`src/rtl/gate_lab.sv`:
```
`default_nettype none
// ============================================================================
//  Module      : gate_lab
//  Description : Registered bitwise-gate demonstrator. Two WIDTH-bit operands
//                are combined by one of six bitwise ops (AND, OR, XOR, NAND,
//                NOR, XNOR). A debounced push-button steps the op through a
//                six-state ring. Result, op and a change strobe are
//                registered so they can drive LEDs directly.
//  Ports       : clk            - system clock
//                rst_n          - asynchronous active-low reset
//                a, b           - WIDTH-bit operands (asynchronous pins)
//                btn_next       - raw bouncy push-button, active-high
//                result         - registered op(a, b)
//                op             - current op code, 0..5
//                result_changed - one-cycle strobe when result changes
//  Options     : AUTO_CYCLE_EN  - when defined, a free-running counter also
//                                 steps the op every AUTO_PERIOD cycles
//  Revision    : 1.0 - initial release
// ============================================================================
module gate_lab #(
    parameter int WIDTH           = 4,
    parameter int DEBOUNCE_CYCLES = 12000,
    parameter int AUTO_PERIOD     = 12000000
) (
    input  logic             clk,
    input  logic             rst_n,
    input  logic [WIDTH-1:0] a,
    input  logic [WIDTH-1:0] b,
    input  logic             btn_next,
    output logic [WIDTH-1:0] result,
    output logic [2:0]       op,
    output logic             result_changed
);

    localparam int                C_DB_W    = $clog2(DEBOUNCE_CYCLES + 1);
    localparam logic [C_DB_W-1:0] C_DB_LAST = C_DB_W'(DEBOUNCE_CYCLES - 1);

    localparam logic [2:0] C_OP_AND  = 3'd0;
    localparam logic [2:0] C_OP_OR   = 3'd1;
    localparam logic [2:0] C_OP_XOR  = 3'd2;
    localparam logic [2:0] C_OP_NAND = 3'd3;
    localparam logic [2:0] C_OP_NOR  = 3'd4;
    localparam logic [2:0] C_OP_XNOR = 3'd5;

    // Two-flop synchronisers for every asynchronous input
    logic [WIDTH-1:0]  a_meta_q, a_sync_q;
    logic [WIDTH-1:0]  b_meta_q, b_sync_q;
    logic              btn_meta_q, btn_sync_q;

    // Debouncer
    logic [C_DB_W-1:0] db_cnt_q, db_cnt_d;
    logic              db_btn_q, db_btn_d;
    logic              db_prev_q;

    // Op FSM and registered outputs
    logic [2:0]        op_q, op_d;
    logic [WIDTH-1:0]  result_q, result_d;
    logic              changed_q;

    logic              w_step;
    logic              w_advance;

    // ------------------------------------------------------------------------
    // Synchronisers and debouncer state
    // ------------------------------------------------------------------------
    always_ff @(posedge clk or negedge rst_n) begin
        if (!rst_n) begin
            a_meta_q   <= '0;
            a_sync_q   <= '0;
            b_meta_q   <= '0;
            b_sync_q   <= '0;
            btn_meta_q <= 1'b0;
            btn_sync_q <= 1'b0;
            db_cnt_q   <= '0;
            db_btn_q   <= 1'b0;
            db_prev_q  <= 1'b0;
        end else begin
            a_meta_q   <= a;
            a_sync_q   <= a_meta_q;
            b_meta_q   <= b;
            b_sync_q   <= b_meta_q;
            btn_meta_q <= btn_next;
            btn_sync_q <= btn_meta_q;
            db_cnt_q   <= db_cnt_d;
            db_btn_q   <= db_btn_d;
            db_prev_q  <= db_btn_q;
        end
    end

    // The counter only runs while the synchronised level disagrees with the
    // accepted level; any agreement (a bounce back) restarts the count.
    always_comb begin
        db_cnt_d = '0;
        db_btn_d = db_btn_q;
        if (btn_sync_q != db_btn_q) begin
            if (db_cnt_q == C_DB_LAST) begin
                db_btn_d = btn_sync_q;
            end else begin
                db_cnt_d = db_cnt_q + 1'b1;
            end
        end
    end

    // Press edge only; the release edge never steps the op
    assign w_step = db_btn_q & ~db_prev_q;

    // ------------------------------------------------------------------------
    // Optional automatic stepping
    // ------------------------------------------------------------------------
`ifdef AUTO_CYCLE_EN
    localparam int                  C_AUTO_W    = $clog2(AUTO_PERIOD);
    localparam logic [C_AUTO_W-1:0] C_AUTO_LAST = C_AUTO_W'(AUTO_PERIOD - 1);

    logic [C_AUTO_W-1:0] auto_cnt_q, auto_cnt_d;
    logic                w_tick;

    assign w_tick = (auto_cnt_q == C_AUTO_LAST);

    // A button step re-phases the auto period so the next automatic step is
    // a full period after the manual one.
    always_comb begin
        auto_cnt_d = auto_cnt_q + 1'b1;
        if (w_step || w_tick) begin
            auto_cnt_d = '0;
        end
    end

    always_ff @(posedge clk or negedge rst_n) begin
        if (!rst_n) begin
            auto_cnt_q <= '0;
        end else begin
            auto_cnt_q <= auto_cnt_d;
        end
    end

    // OR-ing collapses a coincident step and tick into a single advance
    assign w_advance = w_step | w_tick;
`else
    logic w_unused_auto_period;
    assign w_unused_auto_period = (AUTO_PERIOD > 1);
    assign w_advance            = w_step;
`endif

    // ------------------------------------------------------------------------
    // Op FSM: state register
    // ------------------------------------------------------------------------
    always_ff @(posedge clk or negedge rst_n) begin
        if (!rst_n) begin
            op_q      <= C_OP_AND;
            result_q  <= '0;
            changed_q <= 1'b0;
        end else begin
            op_q      <= op_d;
            result_q  <= result_d;
            changed_q <= (result_d != result_q);
        end
    end

    // ------------------------------------------------------------------------
    // Op FSM: next state
    // ------------------------------------------------------------------------
    always_comb begin
        op_d = op_q;
        case (op_q)
            C_OP_AND:  if (w_advance) op_d = C_OP_OR;
            C_OP_OR:   if (w_advance) op_d = C_OP_XOR;
            C_OP_XOR:  if (w_advance) op_d = C_OP_NAND;
            C_OP_NAND: if (w_advance) op_d = C_OP_NOR;
            C_OP_NOR:  if (w_advance) op_d = C_OP_XNOR;
            C_OP_XNOR: if (w_advance) op_d = C_OP_AND;
            default:   op_d = C_OP_AND;   // recover from unreachable codes
        endcase
    end

    // ------------------------------------------------------------------------
    // Op FSM: output (gate function on synchronised operands)
    // ------------------------------------------------------------------------
    always_comb begin
        result_d = '0;
        case (op_q)
            C_OP_AND:  result_d =   a_sync_q & b_sync_q;
            C_OP_OR:   result_d =   a_sync_q | b_sync_q;
            C_OP_XOR:  result_d =   a_sync_q ^ b_sync_q;
            C_OP_NAND: result_d = ~(a_sync_q & b_sync_q);
            C_OP_NOR:  result_d = ~(a_sync_q | b_sync_q);
            C_OP_XNOR: result_d = ~(a_sync_q ^ b_sync_q);
            default:   result_d = '0;
        endcase
    end

    assign result         = result_q;
    assign op             = op_q;
    assign result_changed = changed_q;

endmodule
`default_nettype wire
```
`config.mk`:
```
export PLATFORM = sky130hd
export DESIGN_NAME = gate_lab
export DESIGN_NICKNAME = d
export VERILOG_FILES = /design/src/rtl/gate_lab.sv
export SDC_FILE = /design/constraint.sdc
export NUM_CORES = 1
export LEC_CHECK = 0
export ABC_CLOCK_PERIOD_IN_PS = 4000
export CAP_MARGIN = 20
export CELL_PAD_IN_SITES_DETAIL_PLACEMENT = 0
export CELL_PAD_IN_SITES_GLOBAL_PLACEMENT = 1
export CORE_UTILIZATION = 47
export DETAILED_ROUTE_END_ITERATION = 10
export GPL_ROUTABILITY_DRIVEN = 1
export PLACE_DENSITY_LB_ADDON = 0.1
export SETUP_SLACK_MARGIN = 0.02
export SLEW_MARGIN = 20
export SYNTH_ARGS = -nofsm -noshare
export SYNTH_HDL_FRONTEND = slang
export SYNTH_SLANG_ARGS = --single-unit
```
`constraint.sdc`:
```
create_clock -name clk -period 4 [get_ports clk]
set_input_delay 0.8 -clock clk [delete_from_list [all_inputs] [get_ports clk]]
set_output_delay 0.8 -clock clk [all_outputs]
set_load 0.005 [all_outputs]
```
Yosys cells after proc, flatten, opt, wreduce, memory -nomap -nowiden
Cells that the tools add are included.

word-level totals
  bits of input ports = 11
  flip-flop bits (word level) = 42
  logic and storage cells = 48

operators by class
  muxes and demuxes = 10
  bitwise logic cells = 8
  add/sub/neg operators = 1
  eq/ne operators = 14
  reduce and logical (&&, ||, !) cells = 3

operators with widths
  cell                   count
  $mux 14                2
  $pmux 4 s6             1
  $mux 3                 6
  $pmux 3 s6             1
  $add 14x1->14 const B  1
  $eq 14x14->1 const B   1
  $ne 2x2->1 const B     6
  $not 4->4              3
  $eq 3x2->1 const B     2
  $eq 3x3->1 const B     2
  $reduce_and 6->1       1
  $and 4x4->4            1
  $ne 4x4->1             1
  $or 4x4->4             1
  $xor 4x4->4            1
  $eq 3x1->1 const B     1
  $logic_not 3->1        1
  $reduce_and 2->1       1
  $and 1x1->1            1
  $ne 1x1->1             1
  $not 1->1              1

Depth between registers and ports, before layout
  depth in word-level cells = 4
  mapped depth = 7

Worst setup path after synthesis
OpenSTA, ideal clock, no wires.

  path type = register to register
  from = register a_sync_q[0]
  to = register changed_q, in the netlist result_changed
  clock period less this slack = 1.574 ns
  slack = 2.426 ns
  library setup time = 0.133 ns
  data arrival time = 1.441 ns
  stages on the path, launching flop included = 7
  path through = dfrtp_1 inv_1 ha_1 o221a_1 o32ai_2 xnor2_1 nand4_1

between the ends
  cells in the longest elaborated chain, start to end = 4
  elaborated cells on any way between the ends = 8

ends and longest elaborated chain
  element                              line           RTL
  start: declaration                   46             logic [WIDTH-1:0] a_meta_q, a_sync_q;
  start signal: assignment             79             a_sync_q <= a_meta_q;
  $xor 4x4->4 (tied with other cells)  183, 186
  $not 4->4, on equally long branches  186, 184, 185
  $pmux 4 s6 *                         180            case (op_q)
  via result_d[0]                      57             logic [WIDTH-1:0] result_q, result_d;
  $ne 4x4->1 *                         155            changed_q <= (result_d != result_q);
  end signal: assignment               155
  end: declaration                     58             logic changed_q;

Mark *: on every way through the listed nets, which the timed path passes. The rest lies on a longest branch.
A chain may end at the register's enable or synchronous reset.

Worst setup path after layout
  from = register op_q[0], in the netlist op[0]
  to = output op[0]

RTL lines
  element                   line  RTL
  start: declaration        56    logic [2:0] op_q, op_d;
  start signal: assignment  153   op_q <= op_d;
  end: declaration          31    output logic [2:0] op,

No word-level cell between the ends.

==> flow_summary.json <==
{
  "crit_arrival_ns": 1.71,
  "critPathMaxStageDelay_ns": 0.79,
  "status": "finished, final reports clean",
  "grt_pass1_vias": 1188,
  "insertedDiodeCount": 0,
  "gp_congestion": 0.766,
  "critPathLaunchType": "flip-flop",
  "cts-root-buf": "clkbuf_8",
  "rows": 22,
  "wl_mm": 2.84,
  "r2r-end": "db_cnt_q[3]",
  "wl_per_cell_um": 12.0,
  "core_area_mm2": 0.00372,
  "path_max_fanout": 26,
  "path_buf_inv": 1,
  "min_period_over_period_pct": 62.8,
  "overflow": 0,
  "fmax_ghz": 0.398,
  "hold_violations": 0,
  "worst-setup-path-type": "flip-flop to output port",
  "postCtsHoldBufs": 0,
  "drc": 0,
  "worstPathRequired_ns": 3.20,
  "antenna_found_initial": 0,
  "synth.avg_cell_area_um2": 11.1,
  "synth_cell_types": 29,
  "io_pins": 19,
  "seq_area_frac_synth_pct": 56.9,
  "drive_gt1_share_pct": 7.41,
  "postLayoutCellArea_mm2": 0.00215,
  "fill_cells": 312,
  "post-place-ws_ns": 1.81,
  "initial_utilization_pct": 49.7,
  "finClkSkew_ns": 0.00516,
  "drv_slew": 0,
  "grt_use_total_pct": 16.9,
  "cp_slowest_cell": "dfrtp_1",
  "p_per_area_mw_per_mm2": 362,
  "synth_fa_ha_area_share_pct": 6.10,
  "synth_top_family_by_area": "simple AND/OR/NAND/NOR gates",
  "syn_nets": 187,
  "r2r-start": "db_cnt_q[0]",
  "hold_depth": 0,
  "cts_setup_buffers": 0,
  "r2r_cells": 5,
  "dpl.hpwl_mm": 2.05,
  "syn_inst": 167,
  "grt_pass1_wl_mm": 5.29,
  "relSlewSlack_pct": 40.4,
  "worstSetupEndpointType": "output port",
  "path_cells": "clkdlybuf4s50_1",
  "cpLargestDelayFamily": "flip-flops",
  "cp_num_cells": 1,
  "finalSetupViolations": 0,
  "portBuffers": 18,
  "clk_path_buf_depth": 2,
  "irDropWorstVdd_uv": 219,
  "synth_compound_area_share_pct": 5.62,
  "tightestPinTransition_ns": 0.894,
  "drt_pass1_iterations": 5,
  "grt_setup_unrepaired": "false",
  "min_from": "a_meta_q[3]",
  "leakagePower_nw": 0.953,
  "die_area_mm2": 0.00418,
  "grt_max_degree": 43,
  "synthTopCellsByArea": "dfrtp_1 (57%), ha_1 (6.1%), xnor2_1 (5.2%)",
  "synth-simple-area-share_pct": 17.4,
  "cts_resized": 0,
  "vias": 1191,
  "layout_commonest_cell": "dfrtp_1",
  "fin_cells": 237,
  "viasPerCell": 5.03,
  "syn2layout_area_growth_pct": 16.6,
  "final_cell_mix": "dfrtp_1 (42), nor2_1 (21), clkdlybuf4s50_1 (17)",
  "maxCapViolations": 0,
  "setup_ws_ns": 1.49,
  "synth_top_area_share_pct": 56.9,
  "final_antenna_net_count": 0,
  "yosys_warnings": 0,
  "rrSetupSlack_ns": 2.18,
  "cts_tree": "built",
  "cts.sinks": 42,
  "ys_seq_elements": 42,
  "die_x_um": 64.7,
  "clk_latency_ns": 0.29,
  "fin_nets": 208,
  "netlist_area_mm2": 0.00185,
  "die_h_um": 64.7,
  "min_period_ns": 2.51,
  "synth_top_cell_by_area": "dfrtp_1",
  "whs_endpoint": "a_sync_q[3]",
  "place_inst": 229,
  "drtIter0Drc": 39,
  "clkTransAtPathRegs_ns": 0.07,
  "h-tree-depth": 2,
  "cts_inserted_buffers": 5,
  "yosys.area_share.xor_xnor_pct": 9.01,
  "fin_total_pwr_mw": 0.780,
  "hold_class": "flip-flop to flip-flop",
  "setup_tns_ns": 0,
  "muxShareOfSynthArea_pct": 1.22,
  "placed_area_mm2": 0.00206
}
kinds of logic after synthesis:
| logic type | after synthesis |
|---|---|
| AO/OA/AOI/OAI | 14 |
| XOR/XNOR | 19 |
| adder cells (fa/ha/maj) | 9 |
| buffers and inverters | 16 |
| flip-flops | 42 |
| multiplexers | 2 |
| AND/OR/NAND/NOR | 65 |
layout make-up:
cell class	instances	area (um^2)	share of cell area [%]
clock buffer	6	82.6	3.83
clock inverter	2	12.5	0.581
inverter	12	45.0	2.09
multi-input combinational	109	727	33.8
sequential	42	1050	48.8
tap	48	60.1	2.79
timing repair buffer	18	175	8.13
worst max path at each step:
stage	start	to
3_5_place_dp	op[0]	op[0]
6_report	op[0]	op[0]
5_1_grt	op[0]	op[0]
3_3_place_gp	op[0]	op[0]
4_1_cts	op[0]	op[0]
2_1_floorplan	a_sync_q[0]	result_changed
cells in the mapped netlist:
master	instances
xor2_1	8
nor4_1	1
o221a_1	1
o21ai_0	2
or2_1	3
xnor2_1	11
nor2b_1	10
inv_1	12
o21ai_1	2
nor2_1	21
o32ai_2	1
a32oi_1	1
nor4_2	1
and3_1	1
a21oi_1	2
ha_1	9
or2_2	1
nand4_1	2
buf_4	2
nor3_1	2
o211ai_1	5
and2b_4	1
dfrtp_1	42
mux2_1	1
buf_2	1
clkbuf_1	1
mux2_2	1
nand3_1	12
nand2_1	10
per-stage QoR:
step                util [%]  hold WS, ns
floorplan                  -        0.331
global route            57.9        0.359
global placement        55.4        0.332
finish                  57.9        0.353
CTS                     57.9        0.354
detailed placement      55.4        0.336
per-layer routing:
| layer | global-route usage (%) | wire, um | vias up |
|---|---|---|---|
| met2 | 25.3 | 1270 | 27 |
| met3 | 4.75 | 120 | 7 |
| li1 | - | - | 594 |
| met1 | 22.1 | 1390 | 563 |
| met5 | 0 | 0 | - |
| met4 | 8.89 | 51 | 0 |
sequential cells by signal, summed over array words and instances (netlist names):
register and flops:
db_cnt_q 14, a_sync_q 4, op 3, db_prev_q 1, result 4, db_btn_q 1
b_sync_q 4, btn_sync_q 1, result_changed 1, a_meta_q 4, b_meta_q 4, btn_meta_q 1
power by group:
group / switching [mW] / internal, mW / leakage [nW] / total [mW]
Sequential: 0.00800 / 0.439 / 0.533 / 0.447
Clock: 0.138 / 0.139 / 0.0472 / 0.277
Combinational: 0.0271 / 0.0290 / 0.373 / 0.0561
Total: 0.173 / 0.607 / 0.953 / 0.780
Power figures use the tool's default switching activity.
